**src/rtl/otter_imm_pkg.sv**
```systemverilog
// Shared types, opcode constants and the immediate selection function for the
// Otter immediate-generation stage.
package otter_imm_pkg;

  typedef enum logic [2:0] {
    IMM_NONE  = 3'd0,
    IMM_I     = 3'd1,
    IMM_S     = 3'd2,
    IMM_B     = 3'd3,
    IMM_U     = 3'd4,
    IMM_J     = 3'd5,
    IMM_SHAMT = 3'd6
  } imm_type_e;

  localparam logic [6:0] OPC_LOAD     = 7'b0000011;
  localparam logic [6:0] OPC_OP_IMM   = 7'b0010011;
  localparam logic [6:0] OPC_OP_IMM32 = 7'b0011011;
  localparam logic [6:0] OPC_STORE    = 7'b0100011;
  localparam logic [6:0] OPC_BRANCH   = 7'b1100011;
  localparam logic [6:0] OPC_LUI      = 7'b0110111;
  localparam logic [6:0] OPC_AUIPC    = 7'b0010111;
  localparam logic [6:0] OPC_JAL      = 7'b1101111;
  localparam logic [6:0] OPC_JALR     = 7'b1100111;
  localparam logic [6:0] OPC_OP       = 7'b0110011;

  // Result is always computed at the widest XLEN; callers keep the low XLEN bits.
  typedef struct packed {
    logic [63:0] imm;
    imm_type_e   typ;
    logic        illegal;
  } imm_sel_t;

  function automatic imm_sel_t imm_select(input logic [31:0] ir, input logic xlen64);
    imm_sel_t   r;
    logic [2:0] funct3;
    logic       is_shift;
    funct3   = ir[14:12];
    is_shift = (funct3 == 3'b001) || (funct3 == 3'b101);
    r.imm     = '0;
    r.typ     = IMM_NONE;
    r.illegal = 1'b0;
    unique case (ir[6:0])
      OPC_LOAD, OPC_JALR: begin
        r.typ = IMM_I;
        r.imm = {{52{ir[31]}}, ir[31:20]};
      end
      OPC_OP_IMM: begin
        if (is_shift) begin
          r.typ = IMM_SHAMT;
          // funct7 (including ir[25] on RV32) never leaks into the shift amount.
          r.imm = xlen64 ? {58'd0, ir[25:20]} : {59'd0, ir[24:20]};
        end else begin
          r.typ = IMM_I;
          r.imm = {{52{ir[31]}}, ir[31:20]};
        end
      end
      OPC_OP_IMM32: begin
        if (!xlen64) begin
          r.illegal = 1'b1;
        end else if (is_shift) begin
          r.typ = IMM_SHAMT;
          r.imm = {59'd0, ir[24:20]};
        end else begin
          r.typ = IMM_I;
          r.imm = {{52{ir[31]}}, ir[31:20]};
        end
      end
      OPC_STORE: begin
        r.typ = IMM_S;
        r.imm = {{52{ir[31]}}, ir[31:25], ir[11:7]};
      end
      OPC_BRANCH: begin
        r.typ = IMM_B;
        r.imm = {{51{ir[31]}}, ir[31], ir[7], ir[30:25], ir[11:8], 1'b0};
      end
      OPC_LUI, OPC_AUIPC: begin
        r.typ = IMM_U;
        r.imm = {{32{ir[31]}}, ir[31:12], 12'd0};
      end
      OPC_JAL: begin
        r.typ = IMM_J;
        r.imm = {{43{ir[31]}}, ir[31], ir[19:12], ir[20], ir[30:21], 1'b0};
      end
      OPC_OP: r.typ = IMM_NONE;
      default: r.illegal = 1'b1;
    endcase
    return r;
  endfunction

endpackage

```
**src/rtl/imm_gen_stage_if.sv**
```systemverilog
// Decode-side and execute-side handshakes of the immediate-generation stage.
interface imm_gen_stage_if #(
  parameter int XLEN = 32
);
  import otter_imm_pkg::*;

  logic            in_valid;
  logic            in_ready;
  logic [31:0]     in_ir;
  logic [XLEN-1:0] in_pc;
  logic            out_valid;
  logic            out_ready;
  logic [XLEN-1:0] out_imm;
  imm_type_e       out_type;
  logic [XLEN-1:0] out_pc;
  logic            out_illegal;

  // Upstream decode plus downstream consumer, seen from outside the stage.
  modport master (
    output in_valid, in_ir, in_pc, out_ready,
    input  in_ready, out_valid, out_imm, out_type, out_pc, out_illegal
  );

  // The stage itself.
  modport slave (
    input  in_valid, in_ir, in_pc, out_ready,
    output in_ready, out_valid, out_imm, out_type, out_pc, out_illegal
  );
endinterface

```
**src/rtl/imm_skid_fifo.sv**
```systemverilog
// Two-entry valid/ready buffer; in_ready depends only on occupancy, so no
// combinational path runs from the consumer's ready back to the producer.
module imm_skid_fifo #(
  parameter int W = 8
) (
  input  logic         clk,
  input  logic         rst_n,
  input  logic         flush,
  input  logic         push_valid,
  output logic         push_ready,
  input  logic [W-1:0] push_data,
  output logic         pop_valid,
  input  logic         pop_ready,
  output logic [W-1:0] pop_data
);

  logic [W-1:0] mem [2];
  logic         rd_ptr;
  logic         wr_ptr;
  logic [1:0]   count;
  logic         push;
  logic         pop;

  assign push_ready = (count != 2'd2);
  assign pop_valid  = (count != 2'd0);
  // flush wins over any transfer offered in the same cycle
  assign push       = push_valid && push_ready && !flush;
  assign pop        = pop_valid && pop_ready && !flush;
  assign pop_data   = mem[rd_ptr];

  // Pointer and occupancy bookkeeping.
  // NOTE: state registers use non-blocking assignment so every flop samples pre-edge values.
  always_ff @(posedge clk or negedge rst_n) begin
    if (!rst_n) begin
      rd_ptr <= 1'b0;
      wr_ptr <= 1'b0;
      count  <= 2'd0;
    end else if (flush) begin
      rd_ptr <= 1'b0;
      wr_ptr <= 1'b0;
      count  <= 2'd0;
    end else begin
      if (push) wr_ptr <= ~wr_ptr;
      if (pop)  rd_ptr <= ~rd_ptr;
      unique case ({push, pop})
        2'b10:   count <= count + 2'd1;
        2'b01:   count <= count - 2'd1;
        default: count <= count;
      endcase
    end
  end

  // Entry storage.
  // NOTE: storage is reset on purpose: the head entry drives the outputs, which must read zero in reset.
  always_ff @(posedge clk or negedge rst_n) begin
    if (!rst_n) begin
      mem[0] <= '0;
      mem[1] <= '0;
    end else if (push) begin
      mem[wr_ptr] <= push_data;
    end
  end

endmodule

```
**src/rtl/imm_gen_stage.sv**
```systemverilog
// Registered immediate-generation stage: classifies the instruction word,
// selects one sign-extended immediate and queues it with its tag and pc.
module imm_gen_stage
  import otter_imm_pkg::*;
#(
  parameter int XLEN    = 32,
  parameter bit PASS_PC = 1'b1
) (
  input logic           clk,
  input logic           rst_n,
  input logic           flush,
  imm_gen_stage_if.slave bus
);

  localparam int ENTRY_W = 2 * XLEN + 4;

  imm_sel_t             sel;
  logic [XLEN-1:0]      imm_x;
  logic [XLEN-1:0]      pc_x;
  logic [ENTRY_W-1:0]   push_data;
  logic [ENTRY_W-1:0]   head;

  // Classify the incoming instruction word.
  always_comb begin
    sel = imm_select(bus.in_ir, XLEN == 64);
  end

  if (XLEN == 64) begin : g_full
    assign imm_x = sel.imm;
  end else begin : g_trunc
    logic unused_hi;
    assign imm_x     = sel.imm[XLEN-1:0];
    assign unused_hi = ^sel.imm[63:XLEN];
  end

  if (PASS_PC) begin : g_pc
    assign pc_x = bus.in_pc;
  end else begin : g_no_pc
    logic unused_pc;
    assign pc_x      = '0;
    assign unused_pc = ^bus.in_pc;
  end

  // Entry layout, MSB first: imm, type, illegal, pc.
  assign push_data = {imm_x, sel.typ, sel.illegal, pc_x};

  imm_skid_fifo #(
    .W (ENTRY_W)
  ) u_fifo (
    .clk        (clk),
    .rst_n      (rst_n),
    .flush      (flush),
    .push_valid (bus.in_valid),
    .push_ready (bus.in_ready),
    .push_data  (push_data),
    .pop_valid  (bus.out_valid),
    .pop_ready  (bus.out_ready),
    .pop_data   (head)
  );

  assign bus.out_imm     = head[ENTRY_W-1 -: XLEN];
  assign bus.out_type    = imm_type_e'(head[XLEN+3 -: 3]);
  assign bus.out_illegal = head[XLEN];
  assign bus.out_pc      = head[XLEN-1:0];

endmodule

```
**src/flat_wrapper.sv**
```systemverilog
// flat-port wrapper written by rule: the top's interface ports become plain ports
module imm_gen_stage_flat import otter_imm_pkg::*;
#(
  parameter int XLEN    = 32,
  parameter bit PASS_PC = 1'b1
)
  (clk, rst_n, flush, bus_in_valid, bus_in_ir, bus_in_pc, bus_out_ready, bus_in_ready, bus_out_valid, bus_out_imm, bus_out_type, bus_out_pc, bus_out_illegal);
  imm_gen_stage_if #(.XLEN(XLEN)) bus_i ();
  input logic clk;
  input logic rst_n;
  input logic flush;
  input wire logic [$bits(bus_i.in_valid)-1:0] bus_in_valid;
  input wire logic [$bits(bus_i.in_ir)-1:0] bus_in_ir;
  input wire logic [$bits(bus_i.in_pc)-1:0] bus_in_pc;
  input wire logic [$bits(bus_i.out_ready)-1:0] bus_out_ready;
  output wire logic [$bits(bus_i.in_ready)-1:0] bus_in_ready;
  output wire logic [$bits(bus_i.out_valid)-1:0] bus_out_valid;
  output wire logic [$bits(bus_i.out_imm)-1:0] bus_out_imm;
  output wire logic [$bits(bus_i.out_type)-1:0] bus_out_type;
  output wire logic [$bits(bus_i.out_pc)-1:0] bus_out_pc;
  output wire logic [$bits(bus_i.out_illegal)-1:0] bus_out_illegal;
  assign bus_i.in_valid = bus_in_valid;
  assign bus_i.in_ir = bus_in_ir;
  assign bus_i.in_pc = bus_in_pc;
  assign bus_i.out_ready = bus_out_ready;
  assign bus_in_ready = bus_i.in_ready;
  assign bus_out_valid = bus_i.out_valid;
  assign bus_out_imm = bus_i.out_imm;
  assign bus_out_type = bus_i.out_type;
  assign bus_out_pc = bus_i.out_pc;
  assign bus_out_illegal = bus_i.out_illegal;
  imm_gen_stage #(.XLEN(XLEN), .PASS_PC(PASS_PC)) u_core (.clk(clk), .rst_n(rst_n), .flush(flush), .bus(bus_i));
endmodule
```
**config.mk**
```make
export PLATFORM = sky130hd
export DESIGN_NAME = imm_gen_stage_flat
export DESIGN_NICKNAME = d
export VERILOG_FILES = /design/src/rtl/otter_imm_pkg.sv /design/src/rtl/imm_gen_stage_if.sv /design/src/rtl/imm_skid_fifo.sv /design/src/rtl/imm_gen_stage.sv /design/src/flat_wrapper.sv
export SDC_FILE = /design/constraint.sdc
export NUM_CORES = 1
export LEC_CHECK = 0
export ABC_CLOCK_PERIOD_IN_PS = 2240
export CAP_MARGIN = 30
export CORE_MARGIN = 3
export CORE_UTILIZATION = 31
export DETAILED_ROUTE_END_ITERATION = 10
export PLACE_DENSITY = 0.58
export SLEW_MARGIN = 20
export SYNTH_ARGS = -nofsm -noshare
export SYNTH_HDL_FRONTEND = slang
export SYNTH_HIERARCHICAL = 1
export SYNTH_SLANG_ARGS = --single-unit
```
**constraint.sdc**
```tcl
create_clock -name clk -period 2.24 [get_ports clk]
set_input_delay 0.56 -clock clk [delete_from_list [all_inputs] [get_ports clk]]
set_output_delay 0.56 -clock clk [all_outputs]
set_load 0.02 [all_outputs]
```
==> After elaboration in Yosys (flattened, before gate mapping) <==
Cells that the tools add are included.
{ "op_classes": {"muxes": 16, "reduce_logical": 14, "add_sub_neg": 2, "n_lt_le_gt_ge": 3, "eq_ne": 14, "n_bitwise": 4} }
{ "op_table": {"columns": ["operator", "count"], "rows": [
  ["68-bit 2-to-1 mux", 4],
  ["32-bit case mux with 6 select lines", 1],
  ["136-bit bitwise mux", 1],
  ["68-bit demux with 1-bit select", 1],
  ["35-bit 2-to-1 mux", 1],
  ["7-bit by 6-bit == test with 1-bit output, second input constant", 3],
  ["7-bit == test, second input constant", 3],
  ["3-bit case mux with 6 select lines", 1],
  ["7-bit by 5-bit == test with 1-bit output, second input constant", 2],
  ["9-bit OR reduction", 1],
  ["7-bit by 2-bit == test with 1-bit output, second input constant", 1],
  ["2-bit nonzero test", 3],
  ["1-bit logical AND", 5],
  ["1-bit 2-to-1 mux", 5],
  ["2-bit greater-or-equal comparator, second input constant", 2],
  ["1-bit inverter with 2-bit output", 2],
  ["2-bit case mux with 2 select lines", 1],
  ["2-bit OR reduction", 2],
  ["3-bit by 1-bit == test with 1-bit output, second input constant", 1],
  ["3-bit == test, second input constant", 1],
  ["3-bit nonzero test", 1],
  ["2-bit by 1-bit adder with 2-bit output, second input constant", 1],
  ["2-bit by 1-bit == test with 1-bit output, second input constant", 1],
  ["2-bit == test, second input constant", 1],
  ["7 further kinds", 8]
]} }
{ "totals": {"inputBits": 69, "out_inout_bits": 70, "reg_bits": 140, "word_cells": 58} }

==> Depth between registers and ports, before layout <==
Gate-level depths: netlist (run 1).
{ "depth": {"word_depth": 6, "depth_mapped": 7, "depth_no_buf": 4} }

==> By module <==
The synthesis (run 1) kept the hierarchy.
{ "by_module_without_submodules": {"columns": ["module", "area_each_um2", "seq_area_each_um2", "cells_each", "instances"], "rows": [
  ["imm_skid_fifo", 6055.8, 3503.4, 387, 1],
  ["imm_gen_stage", 750.7, 0.0, 110, 1]
]} }

==> Worst setup path before layout (run 1) <==
Ideal clock, no wire load.
{ "synth_path": {"kind": "reg-to-output", "startpoint": "register u_core.u_fifo.rd_ptr", "endpoint": "output bus_out_imm[10]", "required_ps": 1680, "setup_slack_ps": 203, "path_stages_with_launch": 5, "arrival_ps": 1477, "cell_sequence": "dfrtp_1 -> clkbuf_1 -> buf_2 -> buf_1 -> mux2_2"} }
{ "synth_via": {"elab_chain_cells": 4} }
{ "synth_rtl": {"columns": ["element", "line", "text"], "rows": [
  ["from (decl)", "imm_skid_fifo.sv:18", "logic rd_ptr;"],
  ["from (signal assigned)", "imm_skid_fifo.sv:44", "if (pop) rd_ptr <= ~rd_ptr;"],
  ["1-bit inverter with 2-bit output (implied by the code)", "imm_skid_fifo.sv:29", "assign pop_data = mem[rd_ptr];"],
  ["68-bit 2-to-1 mux (implied by the code) (3 in a row)", "imm_skid_fifo.sv:29", null],
  ["to (decl)", "flat_wrapper.sv:18", "output wire logic [$bits(bus_i.out_imm)-1:0] bus_out_imm;"]
]} }
No other way between the ends. The select of a mux whose other input is x is not followed.

==> Final worst setup path (run 1) <==
{ "layout_path": {"startpoint": "register u_core.u_fifo.rd_ptr", "endpoint": "output bus_out_pc[1]"} }
{ "layout_via": {"elab_chain_cells": 4} }
{ "layout_rtl": {"columns": ["element", "line", "text"], "rows": [
  ["1-bit inverter with 2-bit output (implied by the code)", "imm_skid_fifo.sv:29", null],
  ["68-bit 2-to-1 mux (implied by the code) (3 in a row)", "imm_skid_fifo.sv:29", null],
  ["to (decl)", "flat_wrapper.sv:20", "output wire logic [$bits(bus_i.out_pc)-1:0] bus_out_pc;"]
]} }
No other way between the ends. The select of a mux whose other input is x is not followed.

==> results of run 1 <==
## worst max-delay path: cells and delay by family, from the launching register on
family / cells / cell delay (ns)
buf+inv: 3 / 0.45
flops: 1 / 0.55
mux: 1 / 0.31
## final cells by class
type                    count  area (sq um)  area share
diodes                      1         2.502   0.0002637
clock buffers              19         432.9     0.04562
clock inverters            11         147.6     0.01556
inverters                  12         45.04    0.004747
multi-input cells         312          3142      0.3311
flip-flops and latches    140          3507      0.3696
well taps                 275         344.1     0.03626
repair buffers            190          1868      0.1969
## worst min path at each step
stage,startpoint,endpoint,slack [ns],cells past startpoint
5_1_grt,rst_n,u_core/u_fifo/mem[23]$_DFFE_PN0P_,0.03,1
2_1_floorplan,rst_n,u_core/u_fifo/count[0]$_DFFE_PN0P_,0.26,0
4_1_cts,rst_n,u_core/u_fifo/mem[23]$_DFFE_PN0P_,0.02,1
3_5_place_dp,rst_n,u_core/u_fifo/mem[23]$_DFFE_PN0P_,0.47,1
3_3_place_gp,rst_n,u_core/u_fifo/mem[23]$_DFFE_PN0P_,0.46,1
6_report,rst_n,u_core/u_fifo/mem[23]$_DFFE_PN0P_,0.03,1
## synthesized netlist by cell type, drive strengths merged (2+ instances only)
| cell type | count | area share |
|---|---|---|
| nand2 | 4 | 0.0022 |
| nand2b | 3 | 0.0028 |
| dfrtp | 140 | 0.51 |
| nor2 | 2 | 0.0011 |
| o21ai | 6 | 0.0044 |
| nor3b | 3 | 0.0033 |
| and3 | 2 | 0.0018 |
| a21oi | 4 | 0.0029 |
| nand4b | 3 | 0.0039 |
| inv | 12 | 0.0066 |
| nand3 | 29 | 0.029 |
| nand4 | 6 | 0.0077 |
| and4b | 2 | 0.0029 |
| clkbuf | 8 | 0.0044 |
| o211ai | 11 | 0.012 |
| buf | 25 | 0.021 |
| or2 | 2 | 0.0018 |
| nand3b | 6 | 0.0066 |
| nor4 | 2 | 0.0050 |
| a21boi | 7 | 0.0077 |
| mux2 | 204 | 0.34 |
| and2 | 2 | 0.0018 |
| nor4bb | 4 | 0.0059 |
## power by group through the flow
stage,Clock (mW),Sequential [mW],Combinational (mW)
floorplan,0,3.02,0.927
global placement,0,3.05,1.61
detailed placement,0,3.08,1.65
CTS,2.86,3.04,1.50
global route,2.99,3.09,1.75
finish,2.79,3.05,1.63
## sequential cells by signal, indices dropped and copies added, names as in the netlist
register              flops
u_core/u_fifo/wr_ptr      1
u_core/u_fifo/count       2
u_core/u_fifo/mem       136
u_core/u_fifo/rd_ptr      1
## cells by family after synthesis
logic type,after synthesis
muxes,205
xor gates and xnor gates,1
and+or+nand+nor,73
AOI/OAI and AO/OA,33
buffers and inverters,45
DFF,140
## routing by layer
metal  track usage  vias up  share of wire
li1              -     2176              -
met1        0.1836     2372           0.43
met2        0.2600       93           0.51
met3       0.02546       26          0.035
met4       0.06056        0          0.024
met5             0        -              0
## stage by stage
step / std cells / cell area (sq um) / util / worst slack [ns] / power, mW
finish: 960 / 9489 / 0.4458 / -0.04295 / 7.462
global route: 960 / 9489 / 0.4458 / -0.08457 / 7.821
CTS: 953 / 9186 / 0.4316 / -0.09614 / 7.401
detailed placement: 921 / 8880 / 0.4172 / -0.1168 / 4.729
global placement: 921 / 8880 / 0.4172 / -0.05644 / 4.667
floorplan: 497 / 6807 / - / 0.2026 / 3.951
## repair_timing
action | CTS | global route
setup buffers | 1 | 4
gates resized for setup | 269 | 76
gates cloned | 1 | 3
endpoints found under the setup margin | 70 | 50
==> out/metrics.cfg, run 1 <==
[outcome]
failing_checks=setup timing
run_status=complete, but fails checks

[power_and_ir_drop]
share_comb_of_total_power=0.218
power.density_cell_area_mw_per_mm2=786.4
power_report.internal_total_mw=5.514
share_seq_of_total_power=0.408
swShare=0.2610
ir_worst_vdd_v=0.0004212
clock_power_share=0.374
switching_power_mw=1.948
power.leakage_nw=4.449

[flow_run]
max_cap_viol_count=0

[floorplanning]
floorplan.die.width_um=154.2
std_cell_rows=53
die_height_um=154.2
core_area_sq_mm=0.02129
floorplan.initialDensity=0.3198
dieArea_sq_mm=0.02377
io_pins=139

[critical_path]
critPathKind=reg -> out
crit_path_end_kind=output port
r2r_setup_slack_ns=0.52
worst_path_largest_cell_delay_ns=0.55
critical_path_cell_sequence=buf_6 > clkbuf_16 > mux2_4 > buf_6
timing.critical_path.arrival_ns=1.72
timing.rr.start=u_core/u_fifo/count[1]$_DFFE_PN0P_
cp_data_required_time_ns=1.68
startpoint_type=flop
r2r-end=u_core/u_fifo/mem[35]$_DFFE_PN0P_
cp-startpoint=u_core/u_fifo/rd_ptr$_DFFE_PN0P_
ff2ff_path_depth=6
cpMostUsedCell=sky130_fd_sc_hd__buf_6
timing.critical_path.fanout_max=7
critical-path-slowest-cell=sky130_fd_sc_hd__dfrtp_4
cp-endpoint=bus_out_pc[1]

[finish]
synthToLayoutAreaGrowth_pct=39.41
drive_above_1_share=0.5146
final_common_cell=sky130_fd_sc_hd__mux2_2
fillers=1902
most-common-layout-cells=sky130_fd_sc_hd__mux2_2 (173), sky130_fd_sc_hd__dfrtp_1 (139), sky130_fd_sc_hd__clkdlybuf4s50_1 (67)
num-nets-final=742

[drt]
routedWlPerCell_um=18.42
totalWireLength_um=17680
drt-pass1-iter-count=4
post-route-drc-count=0
first_iter_violations=148
post_drt_via_cell_ratio=4.861
vias_after_detailed_routing=4667
remaining_number_of_nets_flagged_by_the_antenna_check_after_routing=0

[synth]
simple_gate_fraction_of_synth_area=0.07978
synth_sequential_area_ratio=0.5147
synth_mux_area_frac=0.3390
mappedNetlistArea_sq_mm=0.006807
synth_compound_gate_area_share=0.03346
postSynthRegisterBits=140
synthesis.yosys.warnings=6
synth-main-ff-cell=sky130_fd_sc_hd__dfrtp_1
postSynthCellCount=497
synthXorXnorAreaFrac=0.001287
synthArstFlopShare=1.000
synth.lib_cells_used.distinct=42
largest_family_of_logic_cells_by_synthesized_area=multiplexers
post_syn_nets=566
avgSynthCellArea_sq_um=13.70
yosys.area_share.adder=0
number_of_synthesized_flops_with_an_enable_pin=0

[place]
numPortBuffers=138
gp_routability_congestion=0.8386
dp_hpwl_um=12480

[cts]
clk_path_buf_depth=2
clock-root-buffer=sky130_fd_sc_hd__clkbuf_16
cts_hold_buffers=0
clock_edge_transition_at_the_registers_on_the_reported_setup_and_hold_paths_ns=0.06
worst_skew_pair.late_latency_ns=0.41
number_of_buffers_created_by_cts=17
cts_tree=yes
clock_tree.htree_level_count=4
clock_sinks=140

[worst_hold_path]
worst_min_delay_path_class=in -> async

[timing]
timing.slew.headroom=0.7489
setup_tns_ns=-0.3807
setup_repair_after_global_routing_missed_its_margin=true
max_slew.worst_pin.slew_ns=0.3747
post-route-period-util=1.019
timing_max_transition_violations_final=0
final.min_clock_period_ns=2.283
hold_viol=0
max_freq_mhz=438.0
final_worst_hold_slack_ns=0.02648
fin_ws_ns=-0.04295
setup_viol=26
final.setup_skew_ns=0.008691

[global_route]
wire_length_of_the_first_global_routing_pass_um=28370
antenna_violations_before_repair=1
first_global_vias=5256
global_route.usage.total=0.1492
largest_net_degree_at_the_start_of_global_routing=47
grt_overflow_total=0

Power figures use the tool's default switching activity.
==> run 2, diff against run 1 <==
--- a/config.mk
+++ b/config.mk
@@ -8,9 +8,9 @@
 export ABC_CLOCK_PERIOD_IN_PS = 2240
 export CAP_MARGIN = 30
 export CORE_MARGIN = 3
-export CORE_UTILIZATION = 31
+export CORE_UTILIZATION = 50
 export DETAILED_ROUTE_END_ITERATION = 10
-export PLACE_DENSITY = 0.58
+export PLACE_DENSITY = 0.83
 export SLEW_MARGIN = 20
 export SYNTH_ARGS = -nofsm -noshare
 export SYNTH_HDL_FRONTEND = slang
==> run 2 against run 1 <==
The flow now finishes without violations. Setup slack better by 0.072 ns. Sequential power about the same. Routed wire length down 5.4%. Final cell count down 12%. Critical path type unchanged. Critical endpoint is now bus_out_imm[20]. Highest routed layer unchanged.
==> out/metrics.cfg, run 2 (same netlist as run 1, synthesis figures left out) <==
[finish]
top_registers=u_core/u_fifo/mem: 136 flops, u_core/u_fifo/count: 2 flops
final_common_cell=sky130_fd_sc_hd__mux2_2
drive_above_1_share=0.5060  ; -0.008668
num_antenna_cells=0  ; -1
largest_register_ff_count=136  ; unchanged
top_register=u_core/u_fifo/mem
num-nets-final=734  ; -1.1%
most-common-layout-cells=sky130_fd_sc_hd__mux2_2 (183), sky130_fd_sc_hd__dfrtp_1 (139), sky130_fd_sc_hd__clkdlybuf4s50_1 (67)
synthToLayoutAreaGrowth_pct=32.46

[drt]
post_drt_via_cell_ratio=5.501  ; +13%
post-route-drc-count=0  ; unchanged
drt-pass1-iter-count=4  ; unchanged
totalWireLength_um=16730  ; -5.4%
vias_after_detailed_routing=4643  ; -0.51%
routedWlPerCell_um=19.82  ; +7.6%
first_iter_violations=216  ; +46%
remaining_number_of_nets_flagged_by_the_antenna_check_after_routing=0  ; unchanged

[global_route]
wire_length_of_the_first_global_routing_pass_um=26500  ; -6.6%
first_global_vias=5137  ; -2.3%
global_route.usage.total=0.2276  ; +0.07837
largest_net_degree_at_the_start_of_global_routing=44  ; -6.4%
antenna_violations_before_repair=0  ; -1
grt_overflow_total=0  ; unchanged

[cts]
clk_path_buf_depth=2  ; unchanged
clock-root-buffer=sky130_fd_sc_hd__clkbuf_16
worst_skew_pair.late_latency_ns=0.40  ; about the same
cts_hold_buffers=0  ; unchanged
clock_edge_transition_at_the_registers_on_the_reported_setup_and_hold_paths_ns=0.05  ; about the same
clock_tree.htree_level_count=4  ; unchanged
cts_tree=yes
clock_sinks=140  ; unchanged
number_of_buffers_created_by_cts=17  ; unchanged

[power_and_ir_drop]
power.leakage_nw=4.320  ; -2.9%
share_comb_of_total_power=0.219  ; about the same
power.density_cell_area_mw_per_mm2=773.8  ; -1.6%
clock_power_share=0.343  ; -0.031
overall_power_of_the_completed_layout_mw=6.976  ; -6.5%
swShare=0.2624  ; +0.001367
switching_power_mw=1.830  ; -6.0%
share_seq_of_total_power=0.438  ; +0.030
power_report.internal_total_mw=5.146  ; -6.7%
ir_worst_vdd_v=0.0006938  ; +65%

[critical_path]
crit_path_end_kind=output port
critical-path-slowest-cell=sky130_fd_sc_hd__dfrtp_2
timing.critical_path.fanout_max=11  ; +4
critical_path_cell_sequence=buf_4 > buf_16 > mux2_2 > buf_2
startpoint_type=flop
worst-path-buf-inv=3  ; unchanged
cp_data_required_time_ns=1.68  ; about the same
largest_delay_contributor_family_on_the_critical_path=buffers and inverters
timing.critical_path.arrival_ns=1.65  ; -0.07 ns
critPathKind=reg -> out
worst_path_largest_cell_delay_ns=0.39  ; -0.16 ns

[floorplanning]
std_cell_rows=41  ; -23%
io_pins=139  ; unchanged
dieArea_sq_mm=0.01505  ; -37%
die_height_um=122.7  ; -20%
floorplan.initialDensity=0.5244  ; +0.2047
core_area_sq_mm=0.01298  ; -39%
floorplan.die.width_um=122.7  ; -20%

[outcome]
run_status=complete, no violations

[timing]
timing.slew.headroom=0.7234  ; -0.02550
timing_max_transition_violations_final=0  ; unchanged
final.min_clock_period_ns=2.211  ; -0.07191 ns
final_worst_hold_slack_ns=0.06456  ; +0.03808 ns
setup_repair_after_global_routing_missed_its_margin=true
post-route-period-util=0.9871  ; -0.03210
final.setup_skew_ns=0.006764  ; -0.001927 ns
max_freq_mhz=452.3  ; +3.3%
fin_ws_ns=0.02896  ; +0.07191 ns
hold_viol=0  ; unchanged
max_slew.worst_pin.slew_ns=0.4149  ; +0.04024 ns
setup_viol=0  ; -100%

[worst_hold_path]
worst_min_delay_path_class=in -> async

[flow_run]
max_cap_viol_count=0  ; unchanged

[place]
numPortBuffers=138  ; unchanged
gp_routability_congestion=0.9550  ; +14%
dpl_worst_slack_ns=-0.1637  ; -0.04689 ns
dp_hpwl_um=11620  ; -6.9%

==> run 2: cell types whose count changed in the layout (fill, tap and decap cells not counted), sizes merged <==
cell | before | now
clkinv | 7 | 2
bufinv | 3 | 0
clkbuf | 22 | 25
diode | 1 | 0
dlygate4sd2 | 3 | 2
buf | 117 | 111
==> run 2: stage by stage <==
| stage | std cells | util | cell area, sq um | setup TNS, ns |
|---|---|---|---|---|
| 2_1_floorplan | 497 | - | 6807 | 0 |
| 3_3_place_gp | 809 | 0.6698 | 8693 | -7.079 |
| 3_5_place_dp | 809 | 0.6698 | 8693 | -10.96 |
| 4_1_cts | 842 | 0.7011 | 9099 | -0.06817 |
| 5_1_grt | 844 | 0.6947 | 9016 | -0.04775 |
| 6_report | 844 | 0.6947 | 9016 | 0 |
==> run 2: final cells by class <==
type	instances	area (sq um)
Clock inverter	3	17.52
Sequential cell	140	3505
Tap cell	172	215.2
Clock buffer	23	478.0
Inverter	12	45.04
Timing Repair Buffer	182	1652
Multi-Input combinational cell	312	3104
Fill cell	907	3963
==> run 2: what timing repair did <==
| action | in CTS | in global routing |
|---|---|---|
| endpoints found under the setup margin | 70 | 27 |
| gates cloned | 2 | 2 |
| setup buffers | 5 | 0 |
| gates resized for setup | 260 | 26 |
==> run 2: power groups by stage <==
stage / registers [mW] / clock network (mW) / logic, mW
CTS: 3.05 / 2.44 / 1.58
global route: 3.09 / 2.56 / 1.64
global placement: 3.06 / 0 / 1.59
floorplan: 3.02 / 0 / 0.927
finish: 3.05 / 2.39 / 1.53
detailed placement: 3.09 / 0 / 1.63
==> run 2: layer usage <==
layer	global-route usage	routed length (um)
met5	0	0
met4	0.07488	268
met3	0.05346	723
met2	0.3926	8810
met1	0.2817	6926
==> run 2: path summary, 6_finish.rpt <==
| check | depth (start not counted) | endpoint | start | slack, ns |
|---|---|---|---|---|
| setup / recovery | 4 | bus_out_imm[20] | u_core/u_fifo/rd_ptr$_DFFE_PN0P_ | 0.03 |
| hold / removal | 1 | u_core/u_fifo/mem[54]$_DFFE_PN0P_ | rst_n | 0.06 |
| setup reg to reg | 5 | u_core/u_fifo/mem[33]$_DFFE_PN0P_ | u_core/u_fifo/count[1]$_DFFE_PN0P_ | 0.40 |
| hold reg to reg | 1 | u_core/u_fifo/mem[95]$_DFFE_PN0P_ | u_core/u_fifo/mem[95]$_DFFE_PN0P_ | 0.48 |
| max in group asynchronous | 2 | u_core/u_fifo/mem[36]$_DFFE_PN0P_ | rst_n | 1.56 |
| min in group clk | 1 | u_core/u_fifo/mem[95]$_DFFE_PN0P_ | u_core/u_fifo/mem[95]$_DFFE_PN0P_ | 0.48 |
==> run 2: worst reg2reg max path, delay by kind of cell, from the launching register on <==
| kind | cells | cell delay, ns |
|---|---|---|
| buffers and inverters | 2 | 0.40 |
| flip-flops | 1 | 0.43 |
| multiplexers | 1 | 0.40 |
| AND/OR/NAND/NOR | 2 | 0.49 |
==> run 3, diff against run 2 <==
--- a/config.mk
+++ b/config.mk
@@ -5,13 +5,11 @@
 export SDC_FILE = /design/constraint.sdc
 export NUM_CORES = 1
 export LEC_CHECK = 0
-export ABC_CLOCK_PERIOD_IN_PS = 2240
 export CAP_MARGIN = 30
 export CORE_MARGIN = 3
 export CORE_UTILIZATION = 50
 export DETAILED_ROUTE_END_ITERATION = 10
 export PLACE_DENSITY = 0.83
-export SLEW_MARGIN = 20
 export SYNTH_ARGS = -nofsm -noshare
 export SYNTH_HDL_FRONTEND = slang
 export SYNTH_HIERARCHICAL = 1
==> results of run 3 <==
Same layout as run 2: the final DEF is identical, and so are final timing and power.
